## config.mk

```make
export PLATFORM = sky130hd
export DESIGN_NAME = cache_replacer
export DESIGN_NICKNAME = d
export VERILOG_FILES = /design/src/rtl/cache_replacer.sv
export SDC_FILE = /design/constraint.sdc
export NUM_CORES = 1
export LEC_CHECK = 0
export CORE_MARGIN = 2
export CORE_UTILIZATION = 50
export CTS_CLUSTER_DIAMETER = 100
export DETAILED_ROUTE_END_ITERATION = 8
export GPL_TIMING_DRIVEN = 0
export PLACE_DENSITY_LB_ADDON = 0.08
export SLEW_MARGIN = 15
export SYNTH_ARGS = -nofsm -noshare
export SYNTH_HDL_FRONTEND = slang
export SYNTH_SLANG_ARGS = --single-unit
```

## constraint.sdc

```tcl
create_clock -name clk -period 12.6 [get_ports clk]
set_input_delay 2.52 -clock clk [delete_from_list [all_inputs] [get_ports clk]]
set_output_delay 2.52 -clock clk [all_outputs]
set_load 0.01 [all_outputs]
```

## src/rtl/cache_replacer.sv

```systemverilog
// cache_replacer: per-set hit detection and LRU/FIFO/random victim selection
module cache_replacer #(
  parameter int TAG_WIDTH = 20,
  parameter int WAYS = 4,
  parameter int SETS = 16,
  parameter int POLICY = 0,
  localparam int WB = $clog2(WAYS),
  localparam int SB = $clog2(SETS)
) (
  input  logic                      clk,
  input  logic                      reset,
  input  logic                      req_valid,
  output logic                      req_ready,
  input  logic [SB-1:0]             req_set,
  input  logic [TAG_WIDTH-1:0]      req_tag,
  input  logic [WAYS*TAG_WIDTH-1:0] way_tag,
  input  logic [WAYS-1:0]           way_valid,
  input  logic [WAYS-1:0]           way_dirty,
  input  logic                      fill_valid,
  input  logic [SB-1:0]             fill_set,
  input  logic [WB-1:0]             fill_way,
  output logic                      resp_valid,
  output logic                      resp_hit,
  output logic [WB-1:0]             resp_way,
  output logic                      resp_dirty,
  output logic [TAG_WIDTH-1:0]      resp_victim_tag,
  output logic                      resp_multihit
);
  logic [WAYS-1:0] match;
  logic [TAG_WIDTH-1:0] tags [WAYS];
  logic [WB-1:0] hit_way, inv_way, pol_way, sel_way;
  logic hit, multi, fire;
  assign req_ready = !fill_valid;
  assign fire = req_valid && req_ready;
  assign hit = |match;
  assign multi = (match & (match - WAYS'(1))) != '0;
  assign sel_way = hit ? hit_way : !(&way_valid) ? inv_way : pol_way;
  // tag compare; descending scan leaves the lowest matching / invalid index
  always_comb begin
    match = '0;
    hit_way = '0;
    inv_way = '0;
    for (int w = WAYS - 1; w >= 0; w--) begin
      tags[w] = way_tag[w*TAG_WIDTH +: TAG_WIDTH];
      match[w] = way_valid[w] && tags[w] == req_tag;
      hit_way = match[w] ? WB'(w) : hit_way;
      inv_way = !way_valid[w] ? WB'(w) : inv_way;
    end
  end
  if (POLICY == 0) begin : g_lru
    logic [WB-1:0] age [SETS][WAYS];
    logic upd;
    logic [SB-1:0] t_set;
    logic [WB-1:0] t_way;
    assign upd = fill_valid || (req_valid && hit);
    assign t_set = fill_valid ? fill_set : req_set;
    assign t_way = fill_valid ? fill_way : hit_way;
    // oldest way of the requested set
    always_comb begin
      pol_way = '0;
      for (int w = 0; w < WAYS; w++)
        pol_way = age[req_set][w] == WB'(WAYS - 1) ? WB'(w) : pol_way;
    end
    // touch: younger ways age by one, touched way becomes youngest
    always_ff @(posedge clk) begin
      if (reset) begin
        for (int s = 0; s < SETS; s++)
          for (int w = 0; w < WAYS; w++)
            age[s][w] <= WB'(WAYS - 1 - w);
      end else if (upd) begin
        for (int w = 0; w < WAYS; w++)
          age[t_set][w] <= WB'(w) == t_way ? '0 :
                           age[t_set][w] + WB'(age[t_set][w] < age[t_set][t_way]);
      end
    end
  end else if (POLICY == 1) begin : g_fifo
    logic [WB-1:0] ptr [SETS];
    assign pol_way = ptr[req_set];
    // pointer advances only when the way it names gets filled
    always_ff @(posedge clk) begin
      if (reset) begin
        for (int s = 0; s < SETS; s++)
          ptr[s] <= '0;
      end else if (fill_valid && fill_way == ptr[fill_set]) begin
        ptr[fill_set] <= ptr[fill_set] + WB'(1);
      end
    end
  end else begin : g_rand
    logic [15:0] lfsr;
    assign pol_way = lfsr[WB-1:0];
    // free-running Fibonacci LFSR, taps 16,14,13,11
    always_ff @(posedge clk)
      lfsr <= reset ? 16'hACE1 : {lfsr[14:0], lfsr[15] ^ lfsr[13] ^ lfsr[12] ^ lfsr[10]};
  end
  // registered response; payload holds while no request fires
  always_ff @(posedge clk) begin
    if (reset) begin
      resp_valid <= 1'b0;
      resp_hit <= 1'b0;
      resp_way <= '0;
      resp_dirty <= 1'b0;
      resp_victim_tag <= '0;
      resp_multihit <= 1'b0;
    end else begin
      resp_valid <= fire;
      if (fire) begin
        resp_hit <= hit;
        resp_way <= sel_way;
        resp_dirty <= way_dirty[sel_way];
        resp_victim_tag <= tags[sel_way];
        resp_multihit <= multi;
      end
    end
  end
endmodule

```

==> results of run 1 <==
==> per-stage QoR <==
step	instances	total power (W)	cell area [µm²]	hold WS [ps]
floorplan	853	0.000767	9440	476
global placement	1234	0.000908	11200	442
detailed placement	1234	0.000910	11200	447
CTS	1266	0.00143	11800	454
global route	1266	0.00147	11800	475
finish	1266	0.00143	11800	454
==> flip-flops by register name (all words and copies together), names as in the netlist <==
| register | flops |
|---|---|
| g_lru.age | 128 |
| resp_victim_tag | 20 |
| resp_way | 2 |
| resp_dirty | 1 |
| resp_hit | 1 |
| resp_multihit | 1 |
| resp_valid | 1 |
==> layout by cell type, fill, tap and decap left out, types with 15 or more instances in the layout <==
cell type	netlist	routed
xor2_1	31	31
xnor2_1	52	52
clkdlybuf4s50_1	0	147
nand4_1	26	26
mux2i_1	70	70
a22o_1	25	25
nand2b_1	18	18
nand3_1	23	23
mux4_2	33	33
a21oi_1	15	15
nand2_1	125	125
clkbuf_16	0	19
buf_2	20	20
dfxtp_1	26	26
nor2_1	99	99
edfxtp_1	128	128
==> power by group through the flow <==
stage,logic [W],registers [W],clock network [W]
2_1_floorplan,0.000181,0.000586,0
3_3_place_gp,0.000322,0.000587,0
3_5_place_dp,0.000323,0.000587,0
4_1_cts,0.000325,0.000576,0.000525
5_1_grt,0.000349,0.000577,0.000544
6_report,0.000331,0.000576,0.000522
==> synth_stat cells (7+ instances only) <==
cell      count  area share [%]
a21oi_1      15            0.80
a22o_1       25             2.3
a22oi_1       8            0.64
buf_2        20             1.1
buf_4         8            0.64
buf_6         7            0.84
clkbuf_1     12            0.48
dfxtp_1      26             5.5
edfxtp_1    128              41
mux2i_1      70             7.4
mux4_2       33             7.9
nand2_1     125             5.0
nand2b_1     18             1.2
nand3_1      23             1.2
nand3b_1      9            0.72
nand4_1      26             1.7
nor2_1       99             3.9
nor3b_1       8            0.64
nor4_1       11            0.73
o211ai_1     12            0.95
xnor2_1      52             4.8
xor2_1       31             2.9
==> cell type report <==
type	instances	area share, %
inverter	5	0.159
clock buffer	20	4.15
sequential	154	37.0
clock inverter	12	0.944
timing repair buffer	147	12.5
multi-input combinational	646	40.3
buffer	48	2.53
tap	234	2.48
==> worst paths after layout <==
| path | start | to | slack, ps |
|---|---|---|---|
| setup / recovery | fill_valid | g_lru.age[5][6]$_SDFFCE_PN1P_ | 5060 |
| hold / removal | resp_hit$_SDFFE_PP0P_ | resp_hit$_SDFFE_PP0P_ | 450 |
| setup reg to reg | g_lru.age[14][3]$_SDFFCE_PN0P_ | g_lru.age[6][2]$_SDFFCE_PN1P_ | 8510 |
| hold reg to reg | resp_hit$_SDFFE_PP0P_ | resp_hit$_SDFFE_PP0P_ | 450 |
==> cells by family (layout without fill, tap and decap cells) <==
kind of cell               Yosys count  in the layout  share of synthesized area (%)
and+or+nand+nor                    346            346                           17.2
DFF                                154            154                           46.2
AOI/OAI and AO/OA                  106            106                           9.00
muxes                              106            106                           15.8
xor gates and xnor gates            83             83                           7.70
buffers and inverters               53            232                           3.37
adders and majority gates            5              5                          0.636
==> metal layers <==
layer | up-vias | global-route usage (%)
li1 | 3540 | -
met5 | - | 0
met4 | 2 | 12.9
met2 | 426 | 55.4
met1 | 3821 | 42.1
met3 | 72 | 7.26
==> worst min-delay path: cells and delay by family (launching register included) <==
kind,cells,cell delay (ps)
flops,1,310
compound gates,1,50
simple gates,1,50
==> flow_metrics.env, run 1 <==
export IMPL_die_area_mm2=0.0200
export IMPL_synth_net_count=979
export IMPL_grt_max_degree=17
export IMPL_fin_util_pct=63.3
export IMPL_relSlewSlack_pct=17.8
export IMPL_cts_tree="yes"
export IMPL_area_growth_pct=25.1
export IMPL_cp_max_fo=10
export IMPL_synthFlopType="edfxtp_1"
export IMPL_cts_setup_buffers=0
export IMPL_ys_warn_count=0
export IMPL_critical_path_arrival_ps=7710
export IMPL_ff_latch_area_mm2=0.00436
export IMPL_core_mm2=0.0186
export IMPL_htreeDepth=4
export IMPL_power_density_mw_per_mm2=121
export IMPL_grt_pass1_wl_um=48100
export IMPL_route_vias_total=7861
export IMPL_placementRows=50
export IMPL_end_kind="flip-flop"
export IMPL_hold_viol=0
export IMPL_outcome="complete, no violations"
export IMPL_crit_path_max_incr_delay_ps=1010
export IMPL_clock_sinks=154
export IMPL_multi_input_area_mm2=0.00475
export IMPL_n_fill_cell=1539
export IMPL_path_depth=14
export IMPL_drc=0
export IMPL_overflow=0
export IMPL_grt_antenna_before_repair=0
export IMPL_period_share_pct=59.8
export IMPL_syn_cell_area_mm2=0.00944
export IMPL_insertion_delay_ps=440
export IMPL_numCtsBuffers=17
export IMPL_fin_tns_setup_ps=0
export IMPL_avgSynthCellArea_um2=11.1
export IMPL_wl_um=32500
export IMPL_hold_depth=2
export IMPL_wl_met3_um=2820
export IMPL_setup_worst_path_start_class="primary input"
export IMPL_combPwrFrac_pct=23.2
export IMPL_wire_per_inst_um=25.7
export IMPL_grt_use_total_pct=33.1
export IMPL_synth_seq_cells=154
export IMPL_cap_viol_max_count=0
export IMPL_pre_cts_ws_ps=4760
export IMPL_dp_hpwl_um=25000
export IMPL_yosysSeqAreaShare_pct=46.2
export IMPL_cp_buffers_inverters=4
export IMPL_io_buffers=147
export IMPL_crit_chain="clkdlybuf4s50_1, mux2i_1, buf_4, buf_2, mux4_2, a22oi_1, nand2_1, nor3b_1, o21ai_0, a32oi_1, ha_1, o21ai_1, buf_2, nand2_1"
export IMPL_path_delay_family="buffers and inverters"
export IMPL_hold_buffers=0
export IMPL_timing_clock_skew_ps=13.4
export IMPL_slew_violations=0
export IMPL_layout_setup_ws_ps=5060
export IMPL_ant_nets=0
export IMPL_synthDistinctLibCells=65
export IMPL_dr_pass1_iters=6
export IMPL_setup_violations=0
export IMPL_clkSlewWorstSetupHoldPaths_ps=70
export IMPL_power_frac_clock_pct=36.5
export IMPL_path_class="primary input to flip-flop"
export IMPL_drtIter0Drc=923
export IMPL_grt_pass1_vias=7822
export IMPL_start_util_pct=50.6
export IMPL_seqPwrFrac_pct=40.3
export IMPL_p_leak_nw=3.92
export IMPL_highest_layer="met5"
export IMPL_final_nets=1145
export IMPL_switching_share_pct=30.8
export IMPL_synth_edf_count=128
export IMPL_diodes=0
export IMPL_ff2ff_path_depth=11
export IMPL_layout_drive_gt1_share_pct=10.9
export IMPL_async_flop_share_pct=0
export IMPL_cts_repair_resize_count=0
export IMPL_root_buffer="clkbuf_16"
export IMPL_finalCriticalPeriod_ps=7540
export IMPL_finalWeightedCongestion=1.03
export IMPL_routed_via_density=6.21
export IMPL_route_met2_wl_um=15600
export IMPL_vdd_ir_drop_max_mv=0.0970
export IMPL_hold_path_class="flip-flop to flip-flop"
export IMPL_wl_met1_um=12900
export IMPL_pin_count=149
export IMPL_cp_slowest_cell="mux2i_1"
export IMPL_tightest_slew_ps=1200
export IMPL_grt_setup_unrepaired="no"
export IMPL_clock_fmax_mhz=133
export IMPL_required_ps=12770
export IMPL_dieHeight_um=141
export IMPL_clock_path_buffers=2
export IMPL_switchingPower_w=0.000440
export IMPL_die_w_um=141
export IMPL_p_int_w=0.000988
export IMPL_synthCells=853
Note: power is estimated with default switching activity, not from simulation.
==> inputs of run 2 (changes only) <==
Clock period 12.6 ns to 6.3 ns, I/O delays scaled along.
==> run 2 against run 1 <==
Routed wire length fell by 0.21%. Power rose by 100%. Die area did not move. Clock power rose by 100%. Critical path type unchanged. Largest cell class unchanged. Largest power group unchanged.
==> flow_metrics.env, run 2 (synthesized netlist as in run 1, its figures left out) <==
export IMPL_r2r_end="g_lru.age[6][2]$_SDFFCE_PN1P_"
export IMPL_ant_nets=0
export IMPL_routed_via_density=6.19
export IMPL_clock_sinks=154
export IMPL_clkSlewWorstSetupHoldPaths_ps=60
export IMPL_io_buffers=147
export IMPL_timing_clock_skew_ps=14.0
export IMPL_die_w_um=141
export IMPL_pin_count=149
export IMPL_grt_antenna_before_repair=0
export IMPL_route_vias_total=7841
export IMPL_regMostFlops="g_lru.age"
export IMPL_period_share_pct=94.0
export IMPL_layout_drive_gt1_share_pct=11.0
export IMPL_diodes=0
export IMPL_reg_largest_list="g_lru.age (128), resp_victim_tag (20), resp_way (2)"
export IMPL_cts_tree="yes"
export IMPL_ff2ff_path_depth=11
export IMPL_numCtsBuffers=17
export IMPL_relSlewSlack_pct=32.5
export IMPL_wl_um=32500
export IMPL_power_density_mw_per_mm2=242
export IMPL_clock_path_buffers=2
export IMPL_p_leak_nw=3.92
export IMPL_root_buffer="clkbuf_16"
export IMPL_overflow=0
export IMPL_grt_pass1_wl_um=48100
export IMPL_die_area_mm2=0.0200
export IMPL_grt_setup_unrepaired="no"
export IMPL_hold_buffers=0
export IMPL_finalWeightedCongestion=1.03
export IMPL_r2r_start="g_lru.age[14][3]$_SDFFCE_PN0P_"
export IMPL_dp_cells=1234
export IMPL_setup_violations=0
export IMPL_cp_max_fo=10
export IMPL_insertion_delay_ps=440
export IMPL_tightest_slew_ps=1010
export IMPL_holdWs_ps=454
export IMPL_final_nets=1145
export IMPL_critical_path_arrival_ps=6090
export IMPL_wire_per_inst_um=25.6
export IMPL_outcome="complete, no violations"
export IMPL_setup_worst_path_start_class="primary input"
export IMPL_required_ps=6470
export IMPL_crit_end="g_lru.age[6][2]$_SDFFCE_PN1P_"
export IMPL_clock_fmax_mhz=169
export IMPL_fin_cells=1266
export IMPL_htreeDepth=4
export IMPL_grt_max_degree=17
export IMPL_end_kind="flip-flop"
export IMPL_hold_viol=0
export IMPL_layout_setup_ws_ps=379
export IMPL_finalCriticalPeriod_ps=5920
export IMPL_core_mm2=0.0186
export IMPL_path_class="primary input to flip-flop"
export IMPL_final_cell_mix="clkdlybuf4s50_1 (147), edfxtp_1 (128), nand2_1 (125)"
export IMPL_hold_path_class="flip-flop to flip-flop"
export IMPL_grt_use_total_pct=33.1
export IMPL_drtIter0Drc=921
export IMPL_dr_pass1_iters=7
export IMPL_layout_commonest_cell="clkdlybuf4s50_1"
export IMPL_slew_violations=0
export IMPL_fin_tns_setup_ps=0
export IMPL_largest_register_ffs=128
export IMPL_vdd_ir_drop_max_mv=0.199
export IMPL_grt_pass1_vias=7822
export IMPL_drc=0
export IMPL_start_util_pct=50.6
export IMPL_area_growth_pct=25.1
export IMPL_cap_viol_max_count=0
export IMPL_placementRows=50
export IMPL_n_fill_cell=1538
export IMPL_dieHeight_um=141
export IMPL_dp_hpwl_um=25000
export IMPL_pre_cts_ws_ps=-278
export IMPL_critPathLaunch="req_set[0]"
export IMPL_r2r_slack_ps=2230
run 2: cell counts in the layout (fill, tap and decap cells not counted):
Identical to the previous run, type by type.
run 2: through the flow:
step / area [µm²] / util [%] / power, W
after floorplan: 9440 / - / 0.00153
after global placement: 11200 / 60.1 / 0.00182
after detailed placement: 11200 / 60.1 / 0.00182
after CTS: 11800 / 63.3 / 0.00285
after global routing: 11800 / 63.3 / 0.00294
final: 11800 / 63.3 / 0.00286
run 2: cell type report:
type                    count  area [µm²]  share of cell area, %
plain buffers              48         299                   2.53
clock inverters            12         111                  0.943
clock buffers              20         489                   4.14
multi-input cells         646        4760                   40.3
well taps                 234         293                   2.48
inverters                   5        18.8                  0.159
repair buffers            147        1470                   12.5
flip-flops and latches    154        4360                   37.0
run 2: what timing repair did:
| action | in CTS | in global routing |
|---|---|---|
| setup buffers | 0 | 0 |
| endpoints found under the setup margin | 0 | 20 |
| resized for setup | 0 | 1 |
run 2: where the power goes:
| part | total (W) | switching [W] | internal (W) | leakage (nW) |
|---|---|---|---|---|
| sequential | 0.00115 | 0.0000185 | 0.00113 | 1.33 |
| combinational | 0.000661 | 0.000398 | 0.000263 | 2.29 |
| clock | 0.00105 | 0.000467 | 0.000579 | 0.295 |
run 2: metal layers:
metal / part of all wire [%] / wire (µm) / GRT usage [%] / up-vias
met5: 0 / 0 / 0 / -
met4: 3.9 / 1270 / 12.9 / 0
met3: 9.3 / 3020 / 7.26 / 75
met2: 48 / 15400 / 55.4 / 452
met1: 39 / 12700 / 42.1 / 3771
li1: - / - / - / 3543
run 2: how the worst min path moves through the flow:
stage,from,end,cells past startpoint
2_1_floorplan,resp_hit$_SDFFE_PP0P_,resp_hit$_SDFFE_PP0P_,2
4_1_cts,resp_hit$_SDFFE_PP0P_,resp_hit$_SDFFE_PP0P_,2
6_report,resp_hit$_SDFFE_PP0P_,resp_hit$_SDFFE_PP0P_,2
3_5_place_dp,resp_hit$_SDFFE_PP0P_,resp_hit$_SDFFE_PP0P_,2
3_3_place_gp,resp_way[1]$_SDFFE_PP0P_,resp_way[1]$_SDFFE_PP0P_,2
5_1_grt,resp_way[1]$_SDFFE_PP0P_,resp_way[1]$_SDFFE_PP0P_,2
run 2: critical path: stages:
cell and delay [ps]:
clkdlybuf4s50_1 500, buf_6 200, mux2i_2 630, buf_4 350, buf_6 240, mux4_2 380
a22oi_1 320, nand2_1 200, nor3b_1 230, nor3b_4 280, a22oi_1 130, ha_1 290
o21ai_1 440, clkbuf_1 490, nand2_1 110
==> patch 1, RTL diff (flow settings as in run 1) <==
Reset style: asynchronous (`reset`), changed in 3 clocked blocks.
--- a/src/rtl/cache_replacer.sv
+++ b/src/rtl/cache_replacer.sv
@@ -63,5 +63,5 @@
     end
     // touch: younger ways age by one, touched way becomes youngest
-    always_ff @(posedge clk) begin
+    always_ff @(posedge clk or posedge reset) begin
       if (reset) begin
         for (int s = 0; s < SETS; s++)
@@ -78,5 +78,5 @@
     assign pol_way = ptr[req_set];
     // pointer advances only when the way it names gets filled
-    always_ff @(posedge clk) begin
+    always_ff @(posedge clk or posedge reset) begin
       if (reset) begin
         for (int s = 0; s < SETS; s++)
@@ -94,5 +94,5 @@
   end
   // registered response; payload holds while no request fires
-  always_ff @(posedge clk) begin
+  always_ff @(posedge clk or posedge reset) begin
     if (reset) begin
       resp_valid <= 1'b0;
Behaviour: differs if reset is asserted again (counterexample within 4 cycles, from zero or initial values and one cycle with reset high); with reset held inactive, the same outputs for 4 cycles.
==> patch 1 against run 1 <==
Setup slack better by 0.23 ns; via count is 7.1% higher; die area is 4.6% higher; count of clock-buffer cells in the layout is 3 lower; global-route usage is 0.64 points lower; area after synthesis is 4.8% higher; design area is 4.5% higher; cell count is 7.5% higher; routed wire length is 2.0% higher; sequential cell count stayed put; critical path type unchanged; critical endpoint is now g_lru.age[45]$_DFFE_PP1P_.
Power is not compared: it rests on default switching activity, and its combinational part moved more than twofold at a synthesized area within 25%.
==> patch 1: results <==
[detailed_routing]
first_iter_violations = 594
drt_pass1_iterations = 5
wl_met2_mm = 15.94
wl_met1_mm = 12.92
wl_met3_mm = 2.791

[place]
dp_cells = 1329
dp_slack_ns = 4.925
gp_congestion = 0.9122

[worst_hold_path]
hold-path-endpoint = "resp_way[1]$_DFFE_PP0P_"
worstHoldStart = "resp_way[1]$_DFFE_PP0P_"

[timing]
slew_headroom_pct = 21.37
period_share_pct = 58.03
holdWs_ns = 0.4832

[logic_synthesis]
syn_avg_cell_area_um2 = 10.79
async_reset_ff_share_pct = 100.0

[grt]
met3_usage_pct = 6.192
met1_usage_pct = 39.85
antenna_found_initial = 1
grt_max_degree = 83

[worst_setup_path]
slowest_delay_ns = 0.58
r2r-end = "g_lru.age[45]$_DFFE_PP1P_"
crit_arrival_ns = 7.68
reg2regPathDepth = 12

[layout]
sh_seq_area_pct = 31.91
clk_share_pct = 4.881
inverters_excl_clock = 4
ff_latch_area_um2 = 3934
multi_input_area_share_pct = 45.89
nMultiInputCombCells = 704

[status]
status = "finished clean"
-- patch 1: tightest hold or removal path, stage by stage (launching register included) --
cell and delay, ns:
dfrtp_1 0.35, nand2_1 0.05, nand2_1 0.06
-- patch 1: cell families (layout without fill, tap and decap cells) --
logic type	count (synthesis)	after routing	synth area share [%]
adders and majority gates	9	9	1.013
muxes	188	188	22.53
AOI/OAI and AO/OA	140	140	11.80
and+or+nand+nor	283	283	14.34
xor gates and xnor gates	84	84	7.518
DFF	154	154	39.79
buffers and inverters	58	238	3.012
-- patch 1: worst max path at each step --
stage	from	to
finish	req_set[1]	g_lru.age[45]$_DFFE_PP1P_
floorplan	reset	g_lru.age[0]$_DFFE_PP0P_
global route	req_set[1]	g_lru.age[45]$_DFFE_PP1P_
detailed placement	req_set[1]	g_lru.age[13]$_DFFE_PP1P_
global placement	reset	g_lru.age[43]$_DFFE_PP0P_
CTS	req_set[1]	g_lru.age[45]$_DFFE_PP1P_
==> patch 2, RTL diff (config.mk and constraints of run 1) <==
Made on the original files. The parameter `TAG_WIDTH` goes from 20 to 10.
--- a/src/rtl/cache_replacer.sv
+++ b/src/rtl/cache_replacer.sv
@@ -1,5 +1,5 @@
 // cache_replacer: per-set hit detection and LRU/FIFO/random victim selection
 module cache_replacer #(
-  parameter int TAG_WIDTH = 20,
+  parameter int TAG_WIDTH = 10,
   parameter int WAYS = 4,
   parameter int SETS = 16,
Ports: changed (resized req_tag, resp_victim_tag and way_tag); port bits go from 149 to 89. No check against the original RTL was run, so the function may have changed too.
==> patch 2 against run 1 <==
Worst hold slack improved by 0.0090 ns; setup slack improved by 0.50 ns; area after synthesis fell by 12%; total power fell by 3.8%; global-route usage rose by 0.84 points; routed wire length fell by 9.3%; design area fell by 15%; sequential cell count fell by 10; highest routed layer is now met4.
==> patch 2: results <==
[place]
dp_hpwl_mm = 22.61
gp_congestion = 1.001
port_buffers = 77
dpl_cell_area_um2 = 9354
dp_slack_ns = 5.181

[logic_synthesis]
synth_nets = 841
synth.area.mux_share_pct = 12.08
synth.top_cells.by_count = "nand2_1, edfxtp_1, nor2_1, xnor2_1, mux4_2"
yosys-top-cells-area = "edfxtp_1, mux4_2, nand2_1"
seq_area_frac_synth_pct = 50.12
yosysUniqueCellTypes = 64

[worst_setup_path]
slowest_stage = "a21boi_1"
r2r-end = "g_lru.age[10][6]$_SDFFCE_PN1P_"
crit_arrival_ns = 7.20
worstReg2RegStart = "g_lru.age[12][5]$_SDFFCE_PN1P_"

[power_and_ir_drop]
ir_worst_vdd_v = 0.0001117
power.density_nw_per_um2 = 137.1

[timing]
worst_pin_slew_ns = 0.8809
holdWs_ns = 0.4630
period_minus_slack_ns = 7.035

[status]
status = "finished clean"

[grt]
grt_pass1_wl_mm = 43.04
grtUsageTotal_pct = 33.91

[detailed_routing]
wl_per_cell_um = 26.96
vias_per_cell = 6.415

[layout]
largest_registers = "g_lru.age (128), resp_victim_tag (10), resp_way (2)"
fillers = 1375
## patch 2: worst max-delay path: cells and delay by family
family,cells,cell delay (ns)
AND/OR/NAND/NOR,3,0.76
AO/OA/AOI/OAI,3,1.37
adder cells (fa/ha/maj),2,0.66
buffers and inverters,4,1.53
multiplexers,2,0.34
## patch 2: how the worst min path moves through the flow
stage	from	end
2_1_floorplan	resp_hit$_SDFFE_PP0P_	resp_hit$_SDFFE_PP0P_
3_3_place_gp	resp_way[1]$_SDFFE_PP0P_	resp_way[1]$_SDFFE_PP0P_
3_5_place_dp	resp_way[1]$_SDFFE_PP0P_	resp_way[1]$_SDFFE_PP0P_
4_1_cts	resp_way[1]$_SDFFE_PP0P_	resp_way[1]$_SDFFE_PP0P_
5_1_grt	resp_multihit$_SDFFE_PP0P_	resp_multihit$_SDFFE_PP0P_
6_report	resp_multihit$_SDFFE_PP0P_	resp_multihit$_SDFFE_PP0P_
## patch 2: per-layer routing
layer | vias up | track usage (%) | part of all wire, %
met5 | - | 0 | 0
li1 | 3041 | - | -
met3 | 82 | 6.092 | 8.0
met2 | 421 | 55.33 | 48
met1 | 3474 | 44.46 | 40
met4 | 0 | 15.41 | 4.4
## patch 2: where the power goes
group / switching, mW / internal, mW
Combinational: 0.167 / 0.0889
Clock: 0.204 / 0.372
Sequential: 0.00795 / 0.534
Total: 0.379 / 0.995
## patch 2: layout make-up
type | instances | share of cell area (%)
sequential | 144 | 41.56
multi-input combinational | 565 | 38.40
clock inverter | 13 | 2.323
timing repair buffer | 77 | 7.692
tap | 220 | 2.747
buffer | 47 | 2.622
inverter | 9 | 0.3372
clock buffer | 19 | 4.321
